### src/rtl/multicycle_controller.sv
// multicycle_controller
//   Moore FSM sequencing MIPS-subset instructions (LW, SW, R-type, ADDI,
//   BEQ, BNE, J) through fetch/decode/execute/memory/writeback over a shared
//   ALU and a single memory port. Memory states stall on mem_ready.
//
// Ports
//   clk, rst       clock; asynchronous active-high reset
//   Opcode[5:0]    IR[31:26], sampled in DECODE (latched for MEMADR/BRANCH)
//   mem_ready      memory port finished its access this cycle
//   IRWE, PCWE     IR write, unconditional PC write
//   Branch/BranchNe conditional PC write on equal / not-equal
//   IorD, DMWE     memory address select, data memory write
//   MtoRFSel, RFDSel, RFWE  register-file write data / dest select / enable
//   ALUSrcA, ALUSrcB, ALUOp ALU operand selects and operation class
//   PCSrc          next-PC source select
//   done, illegal  retire pulse / unsupported-opcode pulse
//   state          current state encoding (debug)
module multicycle_controller #(
   parameter int unsigned ALUOPW = 2,
   parameter bit          EN_BNE = 1'b1
) (
   input  logic              clk,
   input  logic              rst,
   input  logic [5:0]        Opcode,
   input  logic              mem_ready,
   output logic              IRWE,
   output logic              PCWE,
   output logic              Branch,
   output logic              BranchNe,
   output logic              IorD,
   output logic              DMWE,
   output logic              MtoRFSel,
   output logic              RFDSel,
   output logic              RFWE,
   output logic              ALUSrcA,
   output logic [1:0]        ALUSrcB,
   output logic [ALUOPW-1:0] ALUOp,
   output logic [1:0]        PCSrc,
   output logic              done,
   output logic              illegal,
   output logic [3:0]        state
);

   typedef enum logic [3:0] {
      FETCH  = 4'd0,  DECODE = 4'd1,  MEMADR = 4'd2,  MEMRD  = 4'd3,
      MEMWB  = 4'd4,  MEMWR  = 4'd5,  EXEC   = 4'd6,  ALUWB  = 4'd7,
      BRANCH = 4'd8,  ADDIEX = 4'd9,  ADDIWB = 4'd10, JUMP   = 4'd11
   } state_t;

   localparam logic [5:0] OP_LW   = 6'b100011;
   localparam logic [5:0] OP_SW   = 6'b101011;
   localparam logic [5:0] OP_R    = 6'b000000;
   localparam logic [5:0] OP_BEQ  = 6'b000100;
   localparam logic [5:0] OP_BNE  = 6'b000101;
   localparam logic [5:0] OP_ADDI = 6'b001000;
   localparam logic [5:0] OP_J    = 6'b000010;

   state_t     cur;
   state_t     nxt;
   logic [5:0] op_q;
   logic [1:0] aluop2;

   always_ff @(posedge clk or posedge rst) begin
      if (rst) begin
         cur  <= FETCH;
         op_q <= '0;
      end else begin
         cur <= nxt;
         if (cur == DECODE)
            op_q <= Opcode;
      end
   end

   always_comb begin
      nxt      = FETCH;
      IRWE     = 1'b0;
      PCWE     = 1'b0;
      Branch   = 1'b0;
      BranchNe = 1'b0;
      IorD     = 1'b0;
      DMWE     = 1'b0;
      MtoRFSel = 1'b0;
      RFDSel   = 1'b0;
      RFWE     = 1'b0;
      ALUSrcA  = 1'b0;
      ALUSrcB  = 2'b00;
      aluop2   = 2'b00;
      PCSrc    = 2'b00;
      done     = 1'b0;
      illegal  = 1'b0;
      case (cur)
         FETCH: begin
            ALUSrcB = 2'b01;
            IRWE    = mem_ready;
            PCWE    = mem_ready;
            nxt     = mem_ready ? DECODE : FETCH;
         end
         DECODE: begin
            ALUSrcB = 2'b11;
            if (Opcode == OP_LW || Opcode == OP_SW)                 nxt = MEMADR;
            else if (Opcode == OP_R)                                nxt = EXEC;
            else if (Opcode == OP_BEQ || (EN_BNE && Opcode == OP_BNE)) nxt = BRANCH;
            else if (Opcode == OP_ADDI)                             nxt = ADDIEX;
            else if (Opcode == OP_J)                                nxt = JUMP;
            else                                                    illegal = 1'b1;
         end
         MEMADR: begin
            ALUSrcA = 1'b1;
            ALUSrcB = 2'b10;
            nxt     = (op_q == OP_LW) ? MEMRD : MEMWR;
         end
         MEMRD: begin
            IorD = 1'b1;
            nxt  = mem_ready ? MEMWB : MEMRD;
         end
         MEMWB: begin
            MtoRFSel = 1'b1;
            RFWE     = 1'b1;
            done     = 1'b1;
         end
         MEMWR: begin
            IorD = 1'b1;
            DMWE = 1'b1;
            done = mem_ready;
            nxt  = mem_ready ? FETCH : MEMWR;
         end
         EXEC: begin
            ALUSrcA = 1'b1;
            aluop2  = 2'b10;
            nxt     = ALUWB;
         end
         ALUWB: begin
            RFDSel = 1'b1;
            RFWE   = 1'b1;
            done   = 1'b1;
         end
         BRANCH: begin
            ALUSrcA  = 1'b1;
            aluop2   = 2'b01;
            PCSrc    = 2'b01;
            Branch   = (op_q == OP_BEQ);
            BranchNe = (op_q == OP_BNE);
            done     = 1'b1;
         end
         ADDIEX: begin
            ALUSrcA = 1'b1;
            ALUSrcB = 2'b10;
            nxt     = ADDIWB;
         end
         ADDIWB: begin
            RFWE = 1'b1;
            done = 1'b1;
         end
         JUMP: begin
            PCSrc = 2'b10;
            PCWE  = 1'b1;
            done  = 1'b1;
         end
         default: nxt = FETCH;
      endcase
      // Reset puts the state in FETCH at once, where IRWE/PCWE would follow
      // mem_ready; every strobe is masked while reset is held.
      if (rst) begin
         IRWE     = 1'b0;
         PCWE     = 1'b0;
         RFWE     = 1'b0;
         DMWE     = 1'b0;
         Branch   = 1'b0;
         BranchNe = 1'b0;
         done     = 1'b0;
         illegal  = 1'b0;
      end
   end

   assign ALUOp = ALUOPW'(aluop2);
   assign state = cur;

endmodule

### config.mk
export PLATFORM = sky130hd
export DESIGN_NAME = multicycle_controller
export DESIGN_NICKNAME = d
export VERILOG_FILES = /design/src/rtl/multicycle_controller.sv
export SDC_FILE = /design/constraint.sdc
export NUM_CORES = 1
export LEC_CHECK = 0
export CORE_ASPECT_RATIO = 1.4
export CORE_UTILIZATION = 40
export DETAILED_ROUTE_END_ITERATION = 16
export PLACE_DENSITY = 0.84
export SYNTH_ARGS = -nofsm -noshare
export SYNTH_HDL_FRONTEND = slang
export SYNTH_SLANG_ARGS = --single-unit
### constraint.sdc
create_clock -name clk -period 1.3 [get_ports clk]
set_input_delay 0.13 -clock clk [delete_from_list [all_inputs] [get_ports clk]]
set_output_delay 0.13 -clock clk [all_outputs]
set_load 0.1 [all_outputs]
==> impl_metrics.yaml, run 1 <==
cts:
  cts-root-buf: "clkbuf_4"
  cts_hold_buf: 0
  cts.sinks: 10
  htreeDepth: 1
  post_cts_resized: 46
  cts_made_buffers: 3
  post-cts-setup-buffers: 14
  clock_path_buffers: 2
synth:
  synth_top_cell_area_share: 0.2903
  synthArstFlopShare: 1.000
  synth.area.top_cells: "dfrtp_1, mux2_2, nor4b_2, buf_2, nor3_1"
  synth.distinct_cells: 37
  synthCells: 97
  yosysTopAreaCell: "dfrtp_1"
  ys_ff_latch: 10
  synthFlopType: "dfrtp_1"
  seq_area_frac_synth: 0.2903
  syn_area_per_cell_um2: 8.887
  synth_nets: 106
  synth_area_um2: 862.1
  yosysWarnings: 0
  synth_edf_count: 0
floorplanning:
  die_y_um: 56.93
  start_util: 0.4317
  num_io_pins: 31
  rows: 19
  die_w_um: 41.24
status:
  error: "[ERROR DPL-0038] Utilization greater than 100%, impossible to legalize"
  status: "did not finish"
  haltStage: "clock tree synthesis (4_1_cts)"
placed_design:
  numPortBuffers: 30
  dp_hpwl_um: 2812
  gp_congestion: 0.8149
  dp_worst_setup_slack_ns: -0.5122
## cell usage after synthesis (2+ instances only)
cell type  instances
buf_2              7
nor2_1             8
inv_1              4
a21oi_1            4
a31oi_1            2
xnor2_1            2
nand2_1            5
nor4b_2            3
and3_1             3
o21ai_0            2
nor4b_1            2
nand4b_1           2
or3b_1             2
nor3_1             7
mux2_2             5
nand3_1            2
o31ai_1            3
nand2b_1           4
dfrtp_1           10
nor4_1             3
## per-stage QoR
| stage | instances | cell area (um^2) |
|---|---|---|
| after detailed placement | 179 | 1843 |
| after global placement | 179 | 1843 |
| after floorplan | 97 | 1067 |
## kinds of logic after synthesis
family                    count (synthesis)  synth area share
and+or+nand+nor                          48            0.3745
AOI/OAI and AO/OA                        19            0.1698
buffers and inverters                    13           0.07982
DFF                                      10            0.2903
muxes                                     5           0.06531
xor gates and xnor gates                  2           0.02032
==> inputs of run 2 (changes only) <==
--- a/config.mk
+++ b/config.mk
@@ -5,10 +5,10 @@
 export SDC_FILE = /design/constraint.sdc
 export NUM_CORES = 1
 export LEC_CHECK = 0
-export CORE_ASPECT_RATIO = 1.4
-export CORE_UTILIZATION = 40
+export CORE_AREA = 2 2 63 65
 export DETAILED_ROUTE_END_ITERATION = 16
-export PLACE_DENSITY = 0.84
+export DIE_AREA = 0 0 65 67
+export PLACE_DENSITY_LB_ADDON = 0.15
 export SYNTH_ARGS = -nofsm -noshare
 export SYNTH_HDL_FRONTEND = slang
 export SYNTH_SLANG_ARGS = --single-unit
==> constraint.sdc (replaced) <==
create_clock -name clk -period 1.7 [get_ports clk]
set_input_delay 0.17 -clock clk [delete_from_list [all_inputs] [get_ports clk]]
set_output_delay 0.17 -clock clk [all_outputs]
set_load 0.1 [all_outputs]
==> run 2 against run 1 <==
- synthesized cell count unchanged
- area after synthesis unchanged
- the flow now finishes, with violations (setup timing)
==> impl_metrics.yaml, run 2 <==
worst_setup_path:
  critPathKind: "reg -> out"
  worstPathRequired_ns: 1.53
  cp-start-kind: "flip-flop"
  cp_max_fo: 8
  arrival_ns: 1.71
  crit_path_end_kind: "output pin"
cts:
  cts_hold_buf: 0
  cts_tree: "done"
  cts.sinks: 10
  cts_made_buffers: 3
  htreeDepth: 1
  clk_pin_slew_ns: 0.05
  cts-root-buf: "clkbuf_8"
  clock_path_buffers: 2
  clk_latency_ns: 0.23
sta:
  fin_skew_ns: 0.002432
  period_share: 1.105
  tightest_slew_ns: 0.4634
  maxSlewViolCount: 0
  maxSlewHeadroom: 0.6867
  setup_ws_ns: -0.1789
  final-hold-violation-count: 0
  holdWs_ns: 0.4571
  min_period_ns: 1.879
  setup_viol: 15
  rsz0062_at_grt: "true"
  max_freq_ghz: 0.5322
floorplanning:
  start_util: 0.2391
  die-area_um2: 4355
  die_w_um: 65
  num_io_pins: 31
  die_y_um: 67
  rows: 22
  placeableCoreArea_um2: 3606
power_and_ir_drop:
  p_per_area_nw_per_um2: 1560
  irDropWorstVdd_mv: 0.9174
  p_leak_nw: 0.7806
  total_power_mw: 3.157
synth:
  ys_ff_latch: 10
  syn_area_per_cell_um2: 8.887
  synthCells: 97
  synth.area.top_cells: "dfrtp_1, mux2_2, nor4b_2, buf_2, nor3_1"
  synthArstFlopShare: 1.000
  synth_nets: 106
  synth_area_um2: 862.1
  synthFlopType: "dfrtp_1"
  synth_top_family_by_area: "simple AND/OR/NAND/NOR gates"
  synth_compound_area_frac: 0.1698
  yosysTopAreaCell: "dfrtp_1"
  yosysMostFrequentCell: "dfrtp_1"
  synth-simple-area-share: 0.3745
  yosysWarnings: 0
  synth_edf_count: 0
  seq_area_frac_synth: 0.2903
  synth_fa_ha_area_frac: 0
  muxShareOfSynthArea: 0.06531
  synth.distinct_cells: 37
  synth_common_cells: "dfrtp_1, nor2_1, buf_2, nor3_1"
  synth_top_cell_area_share: 0.2903
  synth_xor_xnor_area_share: 0.02032
global_routing:
  grt_overflow: 0
  grt_pass1_wl_um: 5085
  grt_pass1_vias: 1070
  grt_antenna_before_repair: 0
  grtUsageTotal: 0.1538
  grt_max_degree: 11
drt:
  vias_per_cell: 4.947
  drtAntennaViolNets: 0
  dr.pass1.iters: 4
  finalWirelength_um: 3103
  wl_per_cell_um: 14.99
  drc: 0
  first_iter_violations: 26
  vias: 1024
cells_and_area:
  finish.net_count: 169
  syn_to_final_growth_pct: 134.7
  layout_commonest_cell: "buf_4"
  antenna_cells: 0
  drive_gt1_frac: 0.6730
  largest_reg_flops: 6
  mostFrequentLayoutCells: "buf_4, buf_12, clkdlybuf4s50_1, dfrtp_1, buf_6"
  regMostFlops: "op_q"
placed_design:
  dp_worst_setup_slack_ns: -0.05852
  numPortBuffers: 30
  dp_hpwl_um: 2429
  gp_congestion: 0.8401
status:
  status: "finished with violations"
  violations: "setup timing"
min_path:
  hold_path.class: "in -> async"
flow_run:
  drv_cap: 0
[run 2: cell counts after synthesis]
Identical to the previous run, type by type.
[run 2: path summary, 6_finish.rpt]
kind | startpoint | end | slack [ns] | depth (start not counted)
setup / recovery | state[1] | illegal | -0.18 | 5
hold / removal | rst | state[3] | 0.46 | 3
setup reg to reg | state[1] | op_q[1] | -0.02 | 5
hold reg to reg | op_q[3] | op_q[3] | 0.56 | 1
max in group asynchronous | rst | state[1] | 1.09 | 3
min in group clk | op_q[3] | op_q[3] | 0.56 | 1
[run 2: what timing repair did]
action	4_1_cts	5_1_grt
setup endpoints to repair	22	22
gates resized for setup	19	3
buffers inserted	2	2
pin swaps	8	6
[run 2: through the flow]
stage	util	TNS [ns]	instance area, um^2	cells
final	0.5611	-1.203	2023	207
after global routing	0.5611	-2.259	2023	207
after CTS	0.5545	-1.425	1999	205
after detailed placement	0.5094	-0.06683	1837	199
after global placement	0.5094	-0.05477	1837	199
after floorplan	-	-11.55	1067	97
[run 2: cells by family after synthesis]
group	Yosys count
buffers and inverters	13
XOR/XNOR	2
multiplexers	5
flip-flops	10
AND/OR/NAND/NOR	48
AO/OA/AOI/OAI	19
[run 2: metal layers]
layer	up-vias	track usage	wire, um
met3	2	0.01520	62
met1	504	0.2002	1371
met4	0	0.05319	19
met5	-	0	0
met2	24	0.2642	1650
li1	494	-	-
[run 2: layout make-up]
class	count	area, um^2
Fill cell	312	1583
Multi-Input combinational cell	74	790.8
Inverter	4	18.77
Clock buffer	4	55.05
Sequential cell	10	265.3
Tap cell	48	60.06
Timing Repair Buffer	67	833.3
[run 2: worst max-delay path: stages (launching register included)]
cell and delay (ns):
dfrtp_4 0.49, buf_6 0.15, buf_12 0.14, nor4b_4 0.24, and4_4 0.27, buf_12 0.17
[run 2: power by group]
group | internal, mW | switching (mW)
Sequential | 0.355 | 0.123
Combinational | 1.00 | 1.39
Clock | 0.203 | 0.0871
Total | 1.56 | 1.60
Power figures use the tool's default switching activity.
==> inputs of run 3 (changes only) <==
==> constraint.sdc (replaced) <==
create_clock -name clk -period 1.7 [get_ports clk]
set_input_delay 0.425 -clock clk [delete_from_list [all_inputs] [get_ports clk]]
set_output_delay 0.425 -clock clk [all_outputs]
set_load 0.1 [all_outputs]
==> run 3 against run 2 <==
- the flow still finishes with violations (setup timing)
- count of clock-buffer cells in the layout stayed put
- non-clock buffer count increased by 17
- cell count increased by 8.2%
- first-iteration DRC count grew 15%
- combinational power is 13% higher
- routed wire length up 7.5%
- clock skew is 0.011 ns higher
- largest power group unchanged
- highest routed layer unchanged
==> impl_metrics.yaml, run 3 (same netlist as run 2, synthesis figures left out) <==
drt:
  drc: 0
  top_layer: "met4"
  finalWirelength_um: 3337
  wirelength_met1_um: 1514
  first_iter_violations: 30
  drtAntennaViolNets: 0
  dr.pass1.iters: 4
  vias_per_cell: 4.728
  met3_length_um: 92
  wl_met2_um: 1669
  wl_per_cell_um: 14.90
  vias: 1059
sta:
  setup_viol: 19
  tightest_slew_ns: 0.4745
  max_freq_ghz: 0.4782
  min_period_ns: 2.091
  maxSlewHeadroom: 0.6792
  setup_ws_ns: -0.3912
  fin_skew_ns: 0.01320
  final-hold-violation-count: 0
  period_share: 1.230
  rsz0062_at_grt: "true"
  maxSlewViolCount: 0
power_and_ir_drop:
  irDropWorstVdd_mv: 0.8735
  p_leak_nw: 0.9263
  p_per_area_nw_per_um2: 1507
cells_and_area:
  mostFrequentLayoutCells: "buf_4, buf_12, buf_6, dfrtp_1"
  largest_reg_flops: 6
  fin_util: 0.6329
  antenna_cells: 0
  final_cell_area_um2: 2282
  fin_cells: 224
  finish.net_count: 186
  syn_to_final_growth_pct: 164.7
  layout_commonest_cell: "buf_4"
  drive_gt1_frac: 0.7443
  regMostFlops: "op_q"
  fillerInstances: 266
cts:
  cts_hold_buf: 0
  cts_made_buffers: 3
  cts_tree: "done"
  htreeDepth: 1
  clk_latency_ns: 0.24
  cts-root-buf: "clkbuf_8"
  clock_path_buffers: 2
  clk_pin_slew_ns: 0.06
  cts.sinks: 10
status:
  violations: "setup timing"
  status: "finished with violations"
global_routing:
  grt_overflow: 0
  grt_pass1_vias: 1029
  grt_max_degree: 13
  grt_antenna_before_repair: 0
  grtUsageTotal: 0.1470
  grt_pass1_wl_um: 4954
flow_run:
  drv_cap: 0
floorplanning:
  start_util: 0.2391
  die_y_um: 67
  die_w_um: 65
  die-area_um2: 4355
  rows: 22
  num_io_pins: 31
  placeableCoreArea_um2: 3606
worst_setup_path:
  max_stage_delay_ns: 0.51
  cp_top_family: "simple AND/OR/NAND/NOR gates"
  cp_max_fo: 5
  critPathKind: "reg -> out"
  cp-start-kind: "flip-flop"
  worstPathRequired_ns: 1.27
  cp.buffers_inverters: 1
  path_cells: "nor4b_4, nand4b_1, nor2_4, buf_12"
  r2r_cells: 7
  crit_path_end_kind: "output pin"
  arrival_ns: 1.67
  critPathSlowestCell: "dfrtp_4"
  r2r_setup_slack_ns: 0.04
  path_depth: 4
placed_design:
  place_area_um2: 1847
  dp_hpwl_um: 2289
  gp_congestion: 0.7911
  place_inst: 202
  dp_worst_setup_slack_ns: -0.5865
  numPortBuffers: 30
min_path:
  hold_path_depth: 1
  hold_path.class: "reg -> reg"
run 3: stage by stage:
step                      hold WS (ns)  power [mW]  TNS (ns)
after global routing            0.5647       3.589    -5.991
after floorplan                 0.2814       1.915    -16.14
after CTS                       0.5338       3.179    -4.688
after detailed placement        0.5359       2.728    -3.563
final                           0.5426       3.440    -5.184
after global placement          0.5140       2.699    -3.548
run 3: path summary, 6_finish.rpt:
check / start / end
worst max-delay path: state[0] / BranchNe
worst min-delay path: op_q[5] / op_q[5]
worst max register to register: state[2] / state[1]
worst min register to register: op_q[5] / op_q[5]
max in group asynchronous: rst / state[1]
min in group asynchronous: rst / op_q[2]
run 3: layout make-up:
type,instances,area (um^2),area share
clock buffer,4,45.04,0.01974
inverter,4,20.02,0.008772
multi-input combinational,74,868.3,0.3805
sequential,10,265.3,0.1162
tap,48,60.06,0.02632
timing repair buffer,84,1023,0.4485
run 3: worst reg2reg max path, cell delays in order (launching register included):
cell and delay, ns:
dfrtp_4 0.52, buf_12 0.15, buf_16 0.14, buf_8 0.13, buf_4 0.13, buf_4 0.13
a211o_1 0.28, nand4b_1 0.11
run 3: repair_timing:
item | in CTS | in global routing
buffers inserted | 7 | 13
endpoints found under the hold margin | 0 | 0
pin swaps | 8 | 19
setup endpoints to repair | 18 | 21
gates resized for setup | 27 | 40
run 3: routing by layer:
layer | up-vias | global-route usage
met3 | 6 | 0.02196
li1 | 525 | -
met4 | 0 | 0.05851
met5 | - | 0
met2 | 22 | 0.2358
met1 | 506 | 0.1971
run 3: where the power goes:
group | switching (mW) | internal (mW) | leakage, nW
Clock | 0.0903 | 0.164 | 0.0228
Combinational | 1.48 | 1.23 | 0.786
Sequential | 0.119 | 0.355 | 0.117
==> inputs of run 4 (changes only) <==
==> constraint.sdc (replaced) <==
create_clock -name clk -period 1.7 [get_ports clk]
set_input_delay 0.51 -clock clk [delete_from_list [all_inputs] [get_ports clk]]
set_output_delay 0.51 -clock clk [all_outputs]
set_load 0.1 [all_outputs]
==> run 4 against run 3 <==
- the run still ends with setup timing left
- count of clock-buffer cells in the layout unchanged
- clock power about the same
- clock skew down 0.0032 ns
- cell count down 4.5%
- die area unchanged
- core utilization down 5.6 points
- critical endpoint is now Branch
- largest cell class unchanged
==> impl_metrics.yaml, run 4 (same netlist as run 2, synthesis figures left out) <==
status:
  status: "finished with violations"
  violations: "setup timing"
drt:
  drtAntennaViolNets: 0
  first_iter_violations: 34
  drc: 0
  finalWirelength_um: 3003
  wl_per_cell_um: 14.03
  met3_length_um: 79
  dr.pass1.iters: 4
  wl_met2_um: 1542
  top_layer: "met4"
  wirelength_met1_um: 1362
  vias: 1012
  vias_per_cell: 4.729
floorplanning:
  placeableCoreArea_um2: 3606
  rows: 22
  start_util: 0.2391
  num_io_pins: 31
  die_y_um: 67
  die-area_um2: 4355
  die_w_um: 65
placed_design:
  gp_congestion: 0.7713
  numPortBuffers: 30
  place_inst: 203
  dp_hpwl_um: 2319
  dp_worst_setup_slack_ns: -0.7513
cells_and_area:
  drive_gt1_frac: 0.7169
  regMostFlops: "op_q"
  finish.net_count: 176
  syn_to_final_growth_pct: 141.5
  largest_reg_flops: 6
  fillerInstances: 291
  fin_cells: 214
  mostFrequentLayoutCells: "buf_4, buf_12, buf_6, nor3_4, dfrtp_1"
  antenna_cells: 0
  layout_commonest_cell: "buf_4"
sta:
  min_period_ns: 2.203
  max_freq_ghz: 0.4539
  final-hold-violation-count: 0
  setup_viol: 19
  setup_ws_ns: -0.5034
  fin_skew_ns: 0.01003
  period_share: 1.296
  rsz0062_at_grt: "true"
  maxSlewViolCount: 0
  tightest_slew_ns: 0.3756
  holdWs_ns: 0.5465
  maxSlewHeadroom: 0.7461
global_routing:
  grt_pass1_vias: 1001
  grt_overflow: 0
  grt_antenna_before_repair: 0
  grtUsageTotal: 0.1424
  grt_pass1_wl_um: 4823
  grt_max_degree: 13
cts:
  cts_made_buffers: 3
  cts.sinks: 10
  clk_pin_slew_ns: 0.05
  cts-root-buf: "clkbuf_8"
  clock_path_buffers: 2
  cts_tree: "done"
  htreeDepth: 1
  clk_latency_ns: 0.24
power_and_ir_drop:
  p_per_area_nw_per_um2: 1545
  irDropWorstVdd_mv: 0.7767
  p_leak_nw: 0.8304
flow_run:
  drv_cap: 0
worst_setup_path:
  arrival_ns: 1.69
  critPathSlowestCell: "dfrtp_4"
  cp-startpoint: "state[1]"
  crit_path_end_kind: "output pin"
  worstPathRequired_ns: 1.19
  max_stage_delay_ns: 0.50
  path_cells: "nor4b_4, nand4b_1, nor2_4, buf_12"
  critPathKind: "reg -> out"
  cp.buffers_inverters: 1
  cp-start-kind: "flip-flop"
  r2r-start: "state[1]"
  cp_top_family: "simple AND/OR/NAND/NOR gates"
  cp_max_fo: 5
min_path:
  min_from: "op_q[1]"
  hold_path.class: "reg -> reg"
[run 4: cell count changes in the layout (fill, tap and decap cells not counted), sizes merged]
cell           change
clkdlybuf4s50      +1
dlymetal6s2s       -2
clkbuf             -1
buf                -8
[run 4: metal layers]
layer | global-route usage | vias up
met5 | 0 | -
met4 | 0.03191 | 0
met3 | 0.01858 | 2
met2 | 0.2461 | 18
met1 | 0.1883 | 490
li1 | - | 502
[run 4: power breakdown]
| group | switching [mW] | leakage, nW | internal [mW] |
|---|---|---|---|
| combinational | 1.40 | 0.691 | 1.08 |
| sequential | 0.121 | 0.117 | 0.356 |
| clock | 0.0920 | 0.0228 | 0.164 |
| total | 1.62 | 0.830 | 1.60 |
[run 4: worst register-to-register path: stages, from the launching register on]
cell and delay (ns):
dfrtp_4 0.50, buf_4 0.17, or3b_4 0.42, a311o_1 0.39
o311ai_2 0.09
[run 4: path summary, 6_finish.rpt]
path | endpoint | slack, ns | depth (start not counted)
setup / recovery | Branch | -0.50 | 4
hold / removal | op_q[1] | 0.55 | 1
setup reg to reg | state[2] | 0.03 | 4
hold reg to reg | op_q[1] | 0.55 | 1
max in group asynchronous | state[2] | 0.88 | 4
min in group asynchronous | op_q[2] | 0.66 | 4
[run 4: cell type report]
| cell class | count | area [um^2] | share of cell area |
|---|---|---|---|
| Timing Repair Buffer | 74 | 879.6 | 0.4225 |
| Multi-Input combinational cell | 74 | 812.0 | 0.3900 |
| Sequential cell | 10 | 265.3 | 0.1274 |
| Tap cell | 48 | 60.06 | 0.02885 |
| Clock buffer | 4 | 45.04 | 0.02163 |
| Inverter | 4 | 20.02 | 0.009615 |
[run 4: timing repair]
item                                   4_1_cts  5_1_grt
setup buffers                                2        6
setup endpoints to repair                   19       19
resized for setup                           40       12
hold buffers                                 0        0
pin swaps                                    8       11
endpoints found under the hold margin        0        0
gates cloned                                 0        0
[run 4: through the flow]
stage	area [um^2]	power, mW	setup TNS [ns]	util
after detailed placement	1854	2.746	-5.690	0.5142
after global placement	1854	2.715	-5.522	0.5142
after floorplan	1067	1.915	-17.67	-
after global routing	2082	3.358	-6.910	0.5774
after CTS	2006	3.156	-6.052	0.5562
final	2082	3.216	-6.102	0.5774
